===== config.mk =====
export PLATFORM = sky130hd
export DESIGN_NAME = fakeram_rr_arbiter
export DESIGN_NICKNAME = d
export VERILOG_FILES = /design/src/rtl/fakeram_rr_arbiter.sv
export SDC_FILE = /design/constraint.sdc
export NUM_CORES = 1
export LEC_CHECK = 0
export CELL_PAD_IN_SITES_DETAIL_PLACEMENT = 2
export CELL_PAD_IN_SITES_GLOBAL_PLACEMENT = 2
export CORE_MARGIN = 1
export CORE_UTILIZATION = 19
export CTS_CLUSTER_DIAMETER = 120
export DETAILED_ROUTE_END_ITERATION = 12
export GPL_ROUTABILITY_DRIVEN = 0
export PLACE_DENSITY = 0.88
export SLEW_MARGIN = 20
export SYNTH_ARGS = -nofsm -noshare
export SYNTH_HDL_FRONTEND = slang
export SYNTH_SLANG_ARGS = --single-unit

===== constraint.sdc =====
create_clock -name clk -period 4.95 [get_ports clk]
set_clock_uncertainty 0.1 [all_clocks]
set_input_delay 1.485 -clock clk [delete_from_list [all_inputs] [get_ports clk]]
set_output_delay 1.485 -clock clk [all_outputs]
set_load 0.05 [all_outputs]

===== src/rtl/fakeram_rr_arbiter.sv =====
// Two-requester round-robin front end for one single-port fakeram macro.
// It issues reads and writes onto the macro and returns read data through per-requester response registers.
module fakeram_rr_arbiter #(
    parameter int ADDR_W = 5,
    parameter int DATA_W = 32
) (
    input  logic                  clk,
    input  logic                  rst,
    input  logic [1:0]            req_valid_i,
    input  logic [1:0]            req_we_i,
    input  logic [2*ADDR_W-1:0]   req_addr_i,
    input  logic [2*DATA_W-1:0]   req_wdata_i,
    input  logic [2*DATA_W-1:0]   req_wmask_i,
    output logic [1:0]            req_ready_o,
    output logic [1:0]            resp_valid_o,
    output logic [2*DATA_W-1:0]   resp_data_o,
    input  logic [1:0]            resp_ready_i,
    output logic                  mem_ce_o,
    output logic                  mem_we_o,
    output logic [ADDR_W-1:0]     mem_addr_o,
    output logic [DATA_W-1:0]     mem_wd_o,
    output logic [DATA_W-1:0]     mem_wmask_o,
    input  logic [DATA_W-1:0]     mem_rd_i,
    output logic                  busy_o
);

    logic [1:0][ADDR_W-1:0] addr_v;
    logic [1:0][DATA_W-1:0] wdata_v;
    logic [1:0][DATA_W-1:0] wmask_v;

    logic [1:0]             inflight_q, inflight_d;
    logic [1:0]             resp_valid_q, resp_valid_d;
    logic [1:0][DATA_W-1:0] resp_data_q, resp_data_d;
    logic                   last_q, last_d;

    logic [1:0]             eligible;
    logic [1:0]             grant;
    logic                   gnt_idx;

    assign addr_v  = req_addr_i;
    assign wdata_v = req_wdata_i;
    assign wmask_v = req_wmask_i;

    // A read may only issue once the previous read has landed and its response slot is free or draining.
    always_comb begin
        eligible = 2'b00;
        for (int r = 0; r < 2; r++) begin
            eligible[r] = req_valid_i[r] &
                          (req_we_i[r] | (~inflight_q[r] & (~resp_valid_q[r] | resp_ready_i[r])));
        end
        grant = eligible;
        if (&eligible) begin
            grant = last_q ? 2'b01 : 2'b10;
        end
    end

    assign gnt_idx     = grant[1];
    assign req_ready_o = grant;

    always_comb begin
        mem_ce_o    = 1'b0;
        mem_we_o    = 1'b0;
        mem_addr_o  = '0;
        mem_wd_o    = '0;
        mem_wmask_o = '0;
        if (|grant) begin
            mem_ce_o   = 1'b1;
            mem_we_o   = req_we_i[gnt_idx];
            mem_addr_o = addr_v[gnt_idx];
            if (req_we_i[gnt_idx]) begin
                mem_wd_o    = wdata_v[gnt_idx];
                mem_wmask_o = wmask_v[gnt_idx];
            end
        end
    end

    // A landing read always wins over a same-cycle drain of the older response.
    always_comb begin
        last_d       = (|grant) ? gnt_idx : last_q;
        inflight_d   = grant & ~req_we_i;
        resp_valid_d = resp_valid_q;
        resp_data_d  = resp_data_q;
        for (int r = 0; r < 2; r++) begin
            if (inflight_q[r]) begin
                resp_valid_d[r] = 1'b1;
                resp_data_d[r]  = mem_rd_i;
            end else if (resp_valid_q[r] && resp_ready_i[r]) begin
                resp_valid_d[r] = 1'b0;
            end
        end
    end

    always_ff @(posedge clk or posedge rst) begin
        if (rst) begin
            last_q       <= 1'b1;
            inflight_q   <= 2'b00;
            resp_valid_q <= 2'b00;
            resp_data_q  <= '0;
        end else begin
            last_q       <= last_d;
            inflight_q   <= inflight_d;
            resp_valid_q <= resp_valid_d;
            resp_data_q  <= resp_data_d;
        end
    end

    assign resp_valid_o = resp_valid_q;
    assign resp_data_o  = resp_data_q;
    assign busy_o       = (|inflight_q) | (|resp_valid_q);

endmodule


==> run_results.csv <==
group,metric,value,unit
critical_path,startpoint_type,"input pin",
global_route,grt_pass1_wl,31500,microns
pwr,pwr-share-comb,57.2,%
routing,dr.pass1.iters,4,
pwr,p_clk_share,19.8,%
synth,syn_area_per_cell,9.99,sq um
layout,nets,915,
clock_network,cts_tree,"yes",
run_status,status,"completed",
routing,num_vias,4680,
pwr,cellInternalPower,0.00198,W
sta,slew_viol_final,0,
sta,period_needed,4.92,ns
die,floorplan.initialDensity,19.6,%
hold_path,hold_start,"resp_data_o[56]",
pwr,swShare,44.7,%
critical_path,r2r-end,"inflight_q[1]",
routing,totalWireLength,21500,microns
synth,ys_seq_area_share,41.6,%
clock_network,cts.hold.buffers_added,0,
hold_path,hp-class,"reg2reg",
critical_path,r2r_cells,5,
synth,ys_ff_latch,69,
sta,clock.fmax,203,MHz
sta,setup_viol,0,
run,maxCapViolCount,0,
layout,instances_no_fill,1018,
die,die_w,150,microns
pwr,power_frac_seq,23.0,%
hold_path,hold_end,"resp_data_o[56]",
critical_path,r2r_slack,2.82,ns
sta,hold_violations,0,
hold_path,hold_depth,1,
die,pin_count,318,
layout,final_common_cell,"clkdlybuf4s50_1",
die,core_area,21200,sq um
critical_path,crit_fanout,6,
global_route,grt_overflow_total,0,
sta,relSlewSlack,40.7,%
clock_network,clk_path_buf_depth,2,
synth,syn_nets,594,
global_route,grt_max_degree,50,
placement,placed_cells,989,
synth,synth_edf_count,0,
layout,area_delta_synth_final,105,%
die,die-area,22500,sq um
synth,syn_area,4150,sq um
synth,syn_inst,416,
clock_network,cts_buffers,9,
critical_path,required,3.37,ns
layout,final_cell_mix,"clkdlybuf4s50_1, dfrtp_1, buf_4",
clock_network,clk_latency,0.33,ns
die,die_y,150,microns
placement,io_buffers,317,
sta,rsz0062_at_grt,"yes",
synth,synthFlopType,"dfrtp_1",
routing,ant_nets,0,
sta,fin_tns_setup,0,ns
sta,setup_slack,0.0348,ns
pwr,ir_worst_vdd,0.000355,V
global_route,antenna_found_initial,2,
routing,drc,0,
clock_network,htree_num_levels,3,
sta,period_share,99.3,%
die,rows,53,
synth,ys_warn_count,0,
placement,place_ws,-0.256,ns
pwr,p_leak,3.42,nW
critical_path,critPathCaptureType,"output port",
clock_network,root_buffer,"clkbuf_16",
synth,async_reset_ff_share,100,%
critical_path,crit_arrival,3.33,ns
routing,drt_iter0_drc,78,
pwr,p_total,0.00357,W
pwr,power_density,419,nW/um^2
critical_path,rr_startpoint,"inflight_q[1]",
synth,synth_cell_types,30,
placement,hpwl,14900,microns
critical_path,crit_type,"in2out",
routing,wl_per_cell,21.1,microns
global_route,grt_pass1_vias,5303,
clock_network,cts_sinks,69,
global_route,grt_usage,18.4,%
sta,tightestPinTransition,0.888,ns
pwr,p_sw,0.00160,W
routing,vias_per_cell,4.60,
clock_network,cts.clk_slew.worst_paths,0.06,ns
sta,holdWs,0.405,ns
layout,drive_gt1_share,33.9,%
[logic make-up after synthesis]
group | after synthesis | synth area share, %
flops | 69 | 41.6
compound gates | 145 | 18.3
buf+inv | 59 | 7.11
mux | 64 | 17.3
simple gates | 79 | 15.6
[critical path, stage by stage]
cell and delay [ns]:
dlygate4sd2_1 0.25, or3b_4 0.40, buf_6 0.13, and4_4 0.17
buf_4 0.15, or3b_1 0.39, a21oi_2 0.14, buf_4 0.21
[state kept, by name (all words and copies together), names as in the netlist]
signal        cells
last_q            1
resp_data_o      64
inflight_q        2
resp_valid_o      2
[layout make-up]
| cell class | count | area (sq um) |
|---|---|---|
| fillers | 2200 | 12700 |
| repair buffers | 356 | 3710 |
| multi-input cells | 289 | 2380 |
| flip-flops and latches | 69 | 1730 |
| well taps | 275 | 344 |
| clock buffers | 12 | 256 |
| clock inverters | 3 | 68.8 |
| inverters | 12 | 46.3 |
| diodes | 2 | 5.00 |
[worst max-delay path by stage]
stage                    start           end  slack [ns]  cells after the start
6_report           req_we_i[0]  mem_wd_o[27]        0.03                      8
5_1_grt            req_we_i[0]  mem_wd_o[27]      -0.009                      8
4_1_cts            req_we_i[0]  mem_wd_o[22]       0.008                      8
3_5_place_dp   resp_ready_i[0]  mem_wd_o[28]       -0.26                      7
3_3_place_gp   resp_ready_i[0]   mem_wd_o[7]       -0.25                      7
2_1_floorplan      req_we_i[0]  mem_wd_o[26]       -0.09                      6
[cells in the mapped netlist (2+ instances only)]
master | n | area, sq um
nor2_1 | 2 | 7.51
o21ai_0 | 65 | 325
clkbuf_2 | 2 | 10.0
nand3_1 | 2 | 10.0
dfrtp_1 | 68 | 1700
inv_1 | 11 | 41.3
a21o_1 | 2 | 15.0
buf_1 | 4 | 15.0
a21oi_1 | 64 | 320
o21ai_1 | 5 | 25.0
o211ai_1 | 5 | 37.5
buf_2 | 3 | 15.0
mux2_2 | 64 | 721
or3b_1 | 64 | 561
nand2_1 | 4 | 15.0
buf_6 | 9 | 101
clkbuf_1 | 29 | 109
[routing by layer]
layer	global-route usage (%)	wire, microns	vias to the layer above
met5	0	0	-
met4	3.94	167	0
met3	6.10	2020	12
met2	34.2	11200	201
met1	19.9	8020	2307
li1	-	-	2160
[metrics by stage]
stage	area (sq um)	util, %
after CTS	8400	39.6
after global routing	8530	40.2
after global placement	7670	36.1
final	8540	40.2
after detailed placement	7670	36.1
after floorplan	4210	-
[power groups by stage]
stage,registers (W),clock network [W],logic (W)
floorplan,0.00134,0,0.000652
global placement,0.000807,0,0.00189
detailed placement,0.000827,0,0.00192
CTS,0.000825,0.000719,0.00204
global route,0.000840,0.000744,0.00213
finish,0.000821,0.000709,0.00204
[what timing repair did]
action                                  CTS  global route
buffers inserted                          4             1
pin swaps                                 9             5
endpoints found under the setup margin   70            35
gates cloned                              8             0
gates resized for setup                  50            36
Note: power is estimated with default switching activity, not from simulation.
